<file path="src/rtl/qeciphy_rx_align_ctrl.sv">
// Supervisory controller for the RX frame-alignment path: drives the boundary generator enable,
// watches lock and FAW integrity, forces realigns and latches a fault. Optional: QECIPHY_RX_ALIGN_STATS_EN.

package qeciphy_pkg;
    localparam logic [63:0] FAW_WORD = 64'hF628_F628_F628_F628;

    function automatic logic is_faw(input logic [63:0] data);
        return data == FAW_WORD;
    endfunction
endpackage

module qeciphy_rx_align_ctrl #(
    parameter int unsigned LOCK_TIMEOUT   = 2048,
    parameter int unsigned BAD_FAW_LIMIT  = 4,
    parameter int unsigned HOLDOFF_CYCLES = 16,
    parameter int unsigned MAX_RETRIES    = 8
) (
    input  logic        clk_i,
    input  logic        rst_i,
    input  logic        link_ready_i,
    input  logic        clear_fault_i,
    input  logic [63:0] tdata_i,
    input  logic        locked_i,
    input  logic        faw_boundary_i,
    output logic        enable_o,
    output logic        aligned_o,
    output logic        fault_o,
    output logic [3:0]  retry_count_o,
    output logic [7:0]  realign_count_o
`ifdef QECIPHY_RX_ALIGN_STATS_EN
    ,
    output logic [15:0] bad_faw_total_o
`endif
);

    typedef enum logic [2:0] {
        IDLE,
        HOLDOFF,
        SEARCH,
        MONITOR,
        FAULT
    } state_t;

    localparam logic [15:0] TIMEOUT_LAST = 16'(LOCK_TIMEOUT - 1);
    localparam logic [7:0]  HOLDOFF_LAST = 8'(HOLDOFF_CYCLES - 1);
    localparam logic [3:0]  BAD_LIMIT    = 4'(BAD_FAW_LIMIT);
    localparam logic [3:0]  RETRY_LIMIT  = 4'(MAX_RETRIES);

    state_t      state_reg;
    logic [15:0] timeout_cnt_reg;
    logic [7:0]  holdoff_cnt_reg;
    logic [3:0]  bad_cnt_reg;

    logic       faw_bad;
    logic [3:0] bad_inc;
    logic [3:0] retry_inc;

    assign faw_bad   = faw_boundary_i && !qeciphy_pkg::is_faw(tdata_i);
    assign bad_inc   = bad_cnt_reg + 4'd1;
    assign retry_inc = retry_count_o + 4'd1;

    // Outputs are assigned together with the state they belong to, so enable_o/aligned_o/fault_o
    // always reflect the state register of the same cycle.
    always_ff @(posedge clk_i or posedge rst_i) begin
        if (rst_i) begin
            state_reg       <= IDLE;
            timeout_cnt_reg <= '0;
            holdoff_cnt_reg <= '0;
            bad_cnt_reg     <= '0;
            enable_o        <= 1'b0;
            aligned_o       <= 1'b0;
            fault_o         <= 1'b0;
            retry_count_o   <= '0;
            realign_count_o <= '0;
        end else begin
            case (state_reg)
                IDLE: begin
                    if (link_ready_i) begin
                        state_reg       <= HOLDOFF;
                        holdoff_cnt_reg <= '0;
                    end
                end
                HOLDOFF: begin
                    if (!link_ready_i) begin
                        state_reg <= IDLE;
                    end else if (holdoff_cnt_reg == HOLDOFF_LAST) begin
                        state_reg       <= SEARCH;
                        timeout_cnt_reg <= '0;
                        enable_o        <= 1'b1;
                    end else begin
                        holdoff_cnt_reg <= holdoff_cnt_reg + 8'd1;
                    end
                end
                SEARCH: begin
                    if (!link_ready_i) begin
                        state_reg <= IDLE;
                        enable_o  <= 1'b0;
                    end else if (locked_i) begin
                        state_reg     <= MONITOR;
                        aligned_o     <= 1'b1;
                        retry_count_o <= '0;
                        bad_cnt_reg   <= '0;
                    end else if (timeout_cnt_reg == TIMEOUT_LAST) begin
                        retry_count_o <= retry_inc;
                        enable_o      <= 1'b0;
                        if (retry_inc == RETRY_LIMIT) begin
                            state_reg <= FAULT;
                            fault_o   <= 1'b1;
                        end else begin
                            state_reg       <= HOLDOFF;
                            holdoff_cnt_reg <= '0;
                        end
                    end else begin
                        timeout_cnt_reg <= timeout_cnt_reg + 16'd1;
                    end
                end
                MONITOR: begin
                    if (!link_ready_i) begin
                        state_reg <= IDLE;
                        enable_o  <= 1'b0;
                        aligned_o <= 1'b0;
                    end else if (!locked_i || (faw_bad && bad_inc == BAD_LIMIT)) begin
                        // Lock loss and a final bad FAW in the same cycle count as one realign.
                        state_reg       <= HOLDOFF;
                        holdoff_cnt_reg <= '0;
                        enable_o        <= 1'b0;
                        aligned_o       <= 1'b0;
                        if (realign_count_o != 8'hFF) begin
                            realign_count_o <= realign_count_o + 8'd1;
                        end
                    end else if (faw_boundary_i) begin
                        bad_cnt_reg <= faw_bad ? bad_inc : 4'd0;
                    end
                end
                FAULT: begin
                    if (clear_fault_i) begin
                        state_reg     <= IDLE;
                        fault_o       <= 1'b0;
                        retry_count_o <= '0;
                    end
                end
                default: begin
                    state_reg <= IDLE;
                    enable_o  <= 1'b0;
                    aligned_o <= 1'b0;
                    fault_o   <= 1'b0;
                end
            endcase
        end
    end

`ifdef QECIPHY_RX_ALIGN_STATS_EN
    // Lifetime tally of bad FAWs seen while monitoring; only rst_i clears it.
    always_ff @(posedge clk_i or posedge rst_i) begin
        if (rst_i) begin
            bad_faw_total_o <= '0;
        end else if (state_reg == MONITOR && link_ready_i && faw_bad && bad_faw_total_o != 16'hFFFF) begin
            bad_faw_total_o <= bad_faw_total_o + 16'd1;
        end
    end
`endif

endmodule

</file>
<file path="config.mk">
export PLATFORM = sky130hd
export DESIGN_NAME = qeciphy_rx_align_ctrl
export DESIGN_NICKNAME = d
export VERILOG_FILES = /design/src/rtl/qeciphy_rx_align_ctrl.sv
export SDC_FILE = /design/constraint.sdc
export NUM_CORES = 1
export LEC_CHECK = 0
export ABC_AREA = 1
export ABC_CLOCK_PERIOD_IN_PS = 1770
export BUFFER_PORTS_ARGS = -buffer_cell sky130_fd_sc_hd__buf_2
export CAP_MARGIN = 25
export CORE_MARGIN = 2
export CORE_UTILIZATION = 30
export CTS_CLUSTER_SIZE = 28
export DETAILED_ROUTE_END_ITERATION = 12
export PLACE_DENSITY = 0.56
export RECOVER_POWER = 25
export SYNTH_ARGS = -nofsm -noshare
export SYNTH_HDL_FRONTEND = slang
export SYNTH_SLANG_ARGS = --single-unit
</file>
<file path="constraint.sdc">
create_clock -name clk_i -period 1.77 [get_ports clk_i]
set_clock_uncertainty 0.1 [all_clocks]
set_input_delay 0.354 -clock clk_i [delete_from_list [all_inputs] [get_ports clk_i]]
set_output_delay 0.354 -clock clk_i [all_outputs]
set_load 0.1 [all_outputs]
</file>
==> impl_metrics.ini, run 1 <==
[run_status]
status = complete, but fails checks
violations = negative setup slack

[worst_setup_path]
max_stage_delay_ns = 0.36
crit_path_end_kind = flop
cp_data_required_time_ns = 1.87
arrival_ns = 1.94
worst_setup_path_start_kind = flop
crit_path_top_delay_cell = dfrtp_1
cp_cell_sequence = ha_2 > nand3_2 > inv_2 > nand2_4 > clkinv_4 > nand3b_4 > buf_6 > and2_1 > nand2_1 > nand2_1 > inv_1 > nand2_2 > o21a_1
critPathMaxFanout = 4
path_depth = 13
path_class = reg -> reg
crit_family = simple AND/OR/NAND/NOR gates
cp.buffers_inverters = 4
reg2reg_depth = 13
cp_common_cell = nand2_1

[final_layout]
final_nets = 687
diodes = 0
fillers = 1033
fin_area_um2 = 4860
largest_reg_flops = 16
layout_commonest_cell = nand2_1
final_cell_mix = 109 x nand2_1, 84 x buf_2, 62 x buf_4
layout-drive-gt1-share_pct = 46.0
syn_to_final_growth_pct = 52.4

[detailed_routing]
drt_iter0_markers = 166
postRouteAntennaNets = 0
wl_per_cell_um = 12.1
drc = 0
drt_wl_total_mm = 9.01
viasPerCell = 4.55
first_pass_iters = 4
via_count = 3398

[min_path]
hold-path-cell-count = 3
hold_path.class = in -> reg

[synth]
yosys.cell_types.count = 37
syn-cell-area_um2 = 3190
synth_seq_cells = 46
syn-num-nets = 529
ys_seq_area_share_pct = 36.1
synth_warnings = 0
syn_avg_cell_area_um2 = 7.06
synth_cells = 452

[sta]
final_hold_viol_count = 0
fmax_mhz = 544
max-slew-margin-rel_pct = 43.6
fin_crit_sh_pct = 104
worst_slew_pin_slew_ns = 0.845
fin_ws_ns = -0.0671
fin_crit_ns = 1.84
setup-violations-final = 26
maxSlewViolCount = 0
rsz0062_at_grt = true

[power_and_ir_drop]
clkPwrFrac_pct = 11.3
swShare_pct = 51.3
p_per_area_nw_per_um2 = 1200
p_sw_w = 0.00299
seqPwrFrac_pct = 25.6
cellLeakagePower_nw = 2.39
comb_power_share_pct = 63.1
vdd_drop_max_uv = 808
internal_power_w = 0.00283

[clock_tree]
cts_max_level = 2
cts_buffers = 5
clock_latency_ns = 0.31
cts.sinks = 46
path_clk_slew_ns = 0.09
cts_tree = built
cts_buffer_depth = 2
cts-root-buf = clkbuf_8

[die]
dieArea_um2 = 11500
coreArea_um2 = 10300
chipWidth_um = 107
core.rowCount = 37
top_level_ports = 85
die_h_um = 107
start_util_pct = 30.9

[global_routing]
grt_pass1_wl_mm = 14.9
grt_max_degree = 22
grt_pass1_vias = 3329
gr-total-overflow = 0
antenna_found_initial = 0
grt_usage_pct = 15.6

[placed_design]
placed_area_um2 = 4170
pre_cts_slack_ns = -0.155
finalWeightedCongestion = 0.929
port_buffers = 84
dpl.hpwl_mm = 6.51

[job]
maxCapViolations = 0
-- power by group through the flow --
stage / registers (W) / clock network, W / logic (W)
final: 0.00149 / 0.000660 / 0.00367
after global routing: 0.00152 / 0.000733 / 0.00393
after CTS: 0.00149 / 0.000689 / 0.00324
after detailed placement: 0.00151 / 0 / 0.00282
after global placement: 0.00150 / 0 / 0.00280
after floorplan: 0.00237 / 0 / 0.00118
-- final cells by class --
cell class              count  area [µm²]  share of cell area, %
clock buffers               5        68.8                   1.41
multi-input cells         342        2150                   44.3
clock inverters             3        21.3                  0.437
flip-flops and latches     46        1180                   24.3
well taps                 136         170                   3.50
repair buffers            156        1030                   21.2
inverters                  59         236                   4.86
-- synth_stat cells (all sizes together) --
master / n / area [µm²]
a21oi: 9 / 56.3
a31o: 1 / 8.76
and2: 1 / 6.26
buf: 5 / 40.0
clkbuf: 1 / 5.00
clkinv: 1 / 3.75
dfrtp: 46 / 1150
ha: 7 / 87.6
inv: 58 / 218
nand2: 137 / 537
nand3: 43 / 230
nand3b: 3 / 26.3
nand4: 9 / 56.3
nor2: 62 / 253
nor3: 11 / 75.1
nor3b: 1 / 7.51
nor4: 1 / 12.5
o211ai: 1 / 7.51
o21a: 1 / 7.51
o21ai: 25 / 125
o22ai: 1 / 6.26
o31ai: 7 / 87.6
or2: 1 / 8.76
xnor2: 5 / 43.8
xor2: 15 / 131
-- metal layers --
metal  routed length, µm  part of all wire (%)  track usage, %
met3                 257                   2.9            2.13
met4                 121                   1.3            3.25
met5                   0                     0               0
met2                4480                    50            26.7
met1                4150                    46            21.1
-- tightest hold or removal path, cell delays in order --
cell and delay (ns):
buf_2 0.09, or2_4 0.13, o21ai_2 0.05
-- logic make-up (layout without fill, tap and decap cells) --
| logic type | count (synthesis) | count (layout) | share of synthesized area (%) |
|---|---|---|---|
| simple gates | 269 | 270 | 38.0 |
| fa+ha+maj | 7 | 7 | 2.74 |
| xor+xnor | 20 | 20 | 5.49 |
| flops | 46 | 46 | 36.1 |
| buf+inv | 65 | 223 | 8.35 |
| compound gates | 45 | 45 | 9.37 |
-- stage by stage --
step                      TNS (ns)  utilization (%)  std cells  hold slack [ns]  total power, W
after floorplan                  0                -        452            0.361         0.00355
after global placement       -2.11             40.4        718            0.302         0.00430
after detailed placement     -2.52             40.4        718            0.302         0.00433
after CTS                    -1.41             43.3        734            0.254         0.00542
after global routing         -5.81             47.1        747            0.250         0.00619
final                       -0.962             47.1        747            0.251         0.00582
-- worst paths after layout --
kind	start	slack [ns]	to
worst max-delay path	timeout_cnt_reg[0]	-0.07	state_reg[1]
worst min-delay path	clear_fault_i	0.25	state_reg[2]
worst max register to register	timeout_cnt_reg[0]	-0.07	state_reg[1]
worst min register to register	holdoff_cnt_reg[4]	0.40	holdoff_cnt_reg[4]
max in group asynchronous	rst_i	0.18	bad_cnt_reg[1]
min in group asynchronous	rst_i	0.66	timeout_cnt_reg[11]
-- timing repair --
action,CTS,global route
cloned,1,1
setup endpoints to repair,37,46
hold buffers,1,0
setup buffers,6,12
resized for setup,30,78
pin swaps,11,35
endpoints found under the hold margin,19,0
Note: power is estimated with default switching activity, not from simulation.
==> inputs of run 2 (changes only) <==
Settings changed: CELL_PAD_IN_SITES_DETAIL_PLACEMENT set to 1, CELL_PAD_IN_SITES_GLOBAL_PLACEMENT set to 1, PLACE_DENSITY 0.56 to 0.73.
==> run 2 against run 1 <==
The run still ends with negative setup slack left. Sequential share of layout area is essentially flat. Setup slack lost 0.13 ns. Die area is the same. Via count increased by 7.4%. Sequential power hardly changed. Non-clock buffer count did not move. Wire length rose by 27%. Largest cell class unchanged. Clock-buffer cell count is 1 higher. Clock power grew 25%. Final area up 0.13%.
==> impl_metrics.ini, run 2 (synthesis results as in run 1) <==
[min_path]
hold_path.class = in -> reg

[final_layout]
fillers = 1294
largest_reg_flops = 16
layout-drive-gt1-share_pct = 45.2
diodes = 0
final_nets = 687
final_cell_mix = 109 x nand2_1, 84 x buf_2, 63 x buf_4
syn_to_final_growth_pct = 52.6
layout_commonest_cell = nand2_1

[detailed_routing]
drt_iter0_markers = 159
wl_per_cell_um = 15.3
drc = 0
drt_wl_total_mm = 11.5
first_pass_iters = 4
postRouteAntennaNets = 0
via_count = 3649
viasPerCell = 4.88

[die]
core.rowCount = 37
top_level_ports = 85
coreArea_um2 = 10300
die_h_um = 107
start_util_pct = 30.9
chipWidth_um = 107
dieArea_um2 = 11500

[placed_design]
port_buffers = 84
finalWeightedCongestion = 0.788
dpl.hpwl_mm = 7.83

[clock_tree]
cts.sinks = 46
clock_latency_ns = 0.31
cts_buffers = 5
cts_buffer_depth = 2
path_clk_slew_ns = 0.10
cts-root-buf = clkbuf_8
cts_max_level = 2
cts_tree = built

[power_and_ir_drop]
seqPwrFrac_pct = 25.5
p_sw_w = 0.00308
clkPwrFrac_pct = 13.8
finalPower_w = 0.00597
internal_power_w = 0.00289
swShare_pct = 51.6
cellLeakagePower_nw = 2.45
vdd_drop_max_uv = 899
comb_power_share_pct = 60.7
p_per_area_nw_per_um2 = 1230

[global_routing]
grt_pass1_wl_mm = 17.6
gr-total-overflow = 0
grt_usage_pct = 18.7
grt_pass1_vias = 3812
antenna_found_initial = 0
grt_max_degree = 47

[sta]
hold_ws_ns = 0.265
fin_crit_sh_pct = 111
rsz0062_at_grt = true
max-slew-margin-rel_pct = 53.6
setup-violations-final = 32
maxSlewViolCount = 0
fin_ws_ns = -0.196
setup_tns_ns = -2.86
fmax_mhz = 509
worst_slew_pin_slew_ns = 0.697
fin_crit_ns = 1.97
final_hold_viol_count = 0

[run_status]
violations = negative setup slack
status = complete, but fails checks

[worst_setup_path]
crit_path_top_delay_cell = dfrtp_1
max_stage_delay_ns = 0.39
arrival_ns = 2.08
cp_cell_sequence = nand2_1 > nor2_1 > nand2_4 > inv_4 > nand3b_4 > buf_4 > and2_4 > nand2_2 > nand2_1 > inv_1 > nand2_2 > o21a_1
path_class = reg -> reg
cp_data_required_time_ns = 1.88
critPathMaxFanout = 4
crit_path_end_kind = flop
cp.buffers_inverters = 3
crit_family = simple AND/OR/NAND/NOR gates
worst_setup_path_start_kind = flop

[job]
maxCapViolations = 0
==> run 2: cell types whose count changed in the layout (fill, tap and decap cells not counted), moves of 3 or more <==
cell / change
nand3_1: +6
nand3_4: -3
o21ai_2: -3
o21ai_1: +3
nand3_2: -3
buf_6: -3
==> run 2: routing by layer <==
metal  track usage, %  up-vias  part of all wire [%]
met4             3.62        0                   1.9
met5                0        -                     0
li1                 -     1761                     -
met1             22.5     1817                    41
met2             35.4       50                    55
met3             2.37       21                   1.9
==> run 2: cell type report <==
type                            count  area, µm²  area share, %
Timing Repair Buffer              156       1020           21.0
Tap cell                          136        170           3.49
Clock buffer                        6       72.6           1.49
Multi-Input combinational cell    342       2140           44.0
Inverter                           59        234           4.80
Clock inverter                      2       37.5          0.771
Sequential cell                    46       1190           24.4
==> run 2: stage by stage <==
step / setup WS (ns) / util [%] / instances / instance area (µm²)
CTS: -0.0705 / 43.7 / 738 / 4510
global placement: -0.0995 / 40.8 / 720 / 4210
finish: -0.196 / 47.2 / 747 / 4870
global route: -0.269 / 47.2 / 747 / 4870
floorplan: 0.00748 / - / 452 / 3230
detailed placement: -0.193 / 40.8 / 720 / 4210
==> run 2: path summary, 6_finish.rpt <==
check	start	end	slack [ns]	depth (start not counted)
max	timeout_cnt_reg[7]	state_reg[1]	-0.20	12
min	clear_fault_i	state_reg[2]	0.27	3
max reg2reg	timeout_cnt_reg[7]	state_reg[1]	-0.20	12
min reg2reg	aligned_o	aligned_o	0.39	2
max in group asynchronous	rst_i	realign_count_o[1]	0.36	4
min in group asynchronous	rst_i	realign_count_o[3]	0.70	4
==> run 2: repair_timing <==
action	in CTS	in global routing
hold endpoints to repair	46	0
gates cloned	0	2
buffers inserted	9	7
pin swaps	11	30
resized for setup	32	74
hold buffers	1	0
setup endpoints to repair	41	45
==> run 2: worst min-delay path: stages <==
cell	delay [ns]
buf_2	0.09
or2_4	0.14
o21ai_1	0.06
==> run 2: power groups by stage <==
stage	Combinational [W]	Sequential (W)	Clock (W)
after floorplan	0.00118	0.00237	0
after global placement	0.00285	0.00150	0
after detailed placement	0.00292	0.00151	0
after CTS	0.00312	0.00149	0.000835
after global routing	0.00387	0.00155	0.000866
final	0.00363	0.00152	0.000824
==> inputs of run 3 (changes only) <==
Settings changed: REMOVE_ABC_BUFFERS set to 1.
==> run 3 against run 2 <==
The run still ends with negative setup slack left. Final area increased by 1.8%. Critical path depth decreased by 2. Combinational power grew 11%. Flip-flop and latch count stayed put.
==> impl_metrics.ini, run 3 (synthesis results as in run 1) <==
[min_path]
hold_end = state_reg[2]
hold_path.class = in -> reg
hold-path-cell-count = 3
hold_start = clear_fault_i

[final_layout]
diodes = 0
final_cell_mix = 107 x nand2_1, 83 x buf_2, 81 x buf_4
final_cells = 768
syn_to_final_growth_pct = 55.4
largest_reg_flops = 16
layout_commonest_cell = nand2_1
final_nets = 708
layout-drive-gt1-share_pct = 44.8

[sta]
final_hold_viol_count = 0
fin_crit_ns = 1.97
fin_ws_ns = -0.199
hold_ws_ns = 0.238
setup-violations-final = 34
rsz0062_at_grt = true
fmax_mhz = 508
worst_slew_pin_slew_ns = 0.689
fin_crit_sh_pct = 111
maxSlewViolCount = 0
max-slew-margin-rel_pct = 54.1

[power_and_ir_drop]
p_sw_w = 0.00322
comb_power_share_pct = 64.4
internal_power_w = 0.00305
cellLeakagePower_nw = 2.57
swShare_pct = 51.3
clkPwrFrac_pct = 13.0
vdd_drop_max_uv = 997
seqPwrFrac_pct = 22.6
p_per_area_nw_per_um2 = 1270

[worst_setup_path]
r2r-start = holdoff_cnt_reg[1]
crit_path_end_kind = flop
worst_setup_path_start_kind = flop
reg2reg_depth = 10
path_class = reg -> reg
rrSetupSlack_ns = -0.20
critPathMaxFanout = 6
cp_data_required_time_ns = 1.89
arrival_ns = 2.08
r2r_end = timeout_cnt_reg[7]

[run_status]
status = complete, but fails checks
violations = negative setup slack

[die]
start_util_pct = 30.9
coreArea_um2 = 10300
chipWidth_um = 107
die_h_um = 107
top_level_ports = 85
dieArea_um2 = 11500
core.rowCount = 37

[detailed_routing]
wl_per_cell_um = 16.2
via_count = 3743
first_pass_iters = 4
postRouteAntennaNets = 0
drc = 0
drt_wl_total_mm = 12.4
drt_iter0_markers = 134
viasPerCell = 4.87

[job]
maxCapViolations = 0

[placed_design]
placedCellCount = 728
finalWeightedCongestion = 0.822
port_buffers = 84
dpl.hpwl_mm = 8.17

[global_routing]
grt_pass1_vias = 3970
antenna_found_initial = 0
grt_max_degree = 47
gr-total-overflow = 0
grt_usage_pct = 20.2
grt_pass1_wl_mm = 18.6

[clock_tree]
cts_buffer_depth = 2
clock_latency_ns = 0.31
cts_buffers = 5
path_clk_slew_ns = 0.09
cts.sinks = 46
cts_max_level = 2
cts-root-buf = clkbuf_8
cts_tree = built
## run 3: cell types whose count changed in the layout (fill, tap and decap cells not counted), sizes merged
cell,previous run,this run
clkinv,0,1
nand2,138,139
buf,153,172
## run 3: cell type report
cell class / instances / area (µm²)
Sequential cell: 46 / 1150
Inverter: 59 / 239
Fill cell: 1311 / 5370
Timing Repair inverter: 1 / 6.26
Timing Repair Buffer: 175 / 1160
Clock buffer: 6 / 72.6
Clock inverter: 2 / 37.5
Tap cell: 136 / 170
Multi-Input combinational cell: 343 / 2120
## run 3: worst max-delay path by stage
| stage | startpoint | end | cells after the start |
|---|---|---|---|
| final | holdoff_cnt_reg[1] | timeout_cnt_reg[7] | 10 |
| after global routing | holdoff_cnt_reg[1] | timeout_cnt_reg[7] | 10 |
| after CTS | holdoff_cnt_reg[0] | timeout_cnt_reg[3] | 10 |
| after detailed placement | timeout_cnt_reg[0] | timeout_cnt_reg[8] | 12 |
| after global placement | timeout_cnt_reg[0] | timeout_cnt_reg[8] | 12 |
| after floorplan | realign_count_o[2] | realign_count_o[7] | 11 |
## run 3: stage by stage
| stage | util (%) | TNS [ns] | cell area, µm² | setup WS, ns | power, W |
|---|---|---|---|---|---|
| final | 48.0 | -4.07 | 4960 | -0.199 | 0.00627 |
| after CTS | 45.1 | -0.552 | 4650 | -0.0446 | 0.00579 |
| after global placement | 40.8 | -1.05 | 4220 | -0.0628 | 0.00438 |
| after floorplan | - | -9.28 | 3150 | -0.457 | 0.00338 |
| after detailed placement | 40.8 | -3.83 | 4220 | -0.166 | 0.00448 |
| after global routing | 48.0 | -7.65 | 4960 | -0.312 | 0.00662 |
## run 3: what timing repair did
| item | 4_1_cts | 5_1_grt |
|---|---|---|
| gates cloned | 1 | 3 |
| hold buffers | 1 | 0 |
| pin swaps | 12 | 26 |
| buffers inserted | 15 | 12 |
| setup endpoints to repair | 35 | 46 |
| gates resized for setup | 49 | 58 |
| hold endpoints to repair | 37 | 0 |
## run 3: metal layers
| metal | global-route usage (%) | share of wire [%] | up-vias |
|---|---|---|---|
| li1 | - | - | 1803 |
| met4 | 5.38 | 1.5 | 0 |
| met2 | 38.5 | 55 | 64 |
| met1 | 23.1 | 41 | 1857 |
| met3 | 3.10 | 2.4 | 19 |
| met5 | 0 | 0 | - |
## run 3: worst max-delay path, cell delays in order, from the launching register on
cell and delay (ns):
dfrtp_1 0.37, ha_2 0.21, nand2_2 0.09, nor2_4 0.12, inv_2 0.07, nor2_4 0.14
inv_2 0.07, a21oi_4 0.22, nand2_4 0.14, buf_12 0.18, o31ai_2 0.18
## run 3: power groups by stage
stage	logic, W	registers (W)	clock network (W)
2_1_floorplan	0.00107	0.00231	0
3_3_place_gp	0.00297	0.00141	0
3_5_place_dp	0.00305	0.00143	0
4_1_cts	0.00355	0.00140	0.000831
5_1_grt	0.00430	0.00144	0.000885
6_report	0.00404	0.00142	0.000817
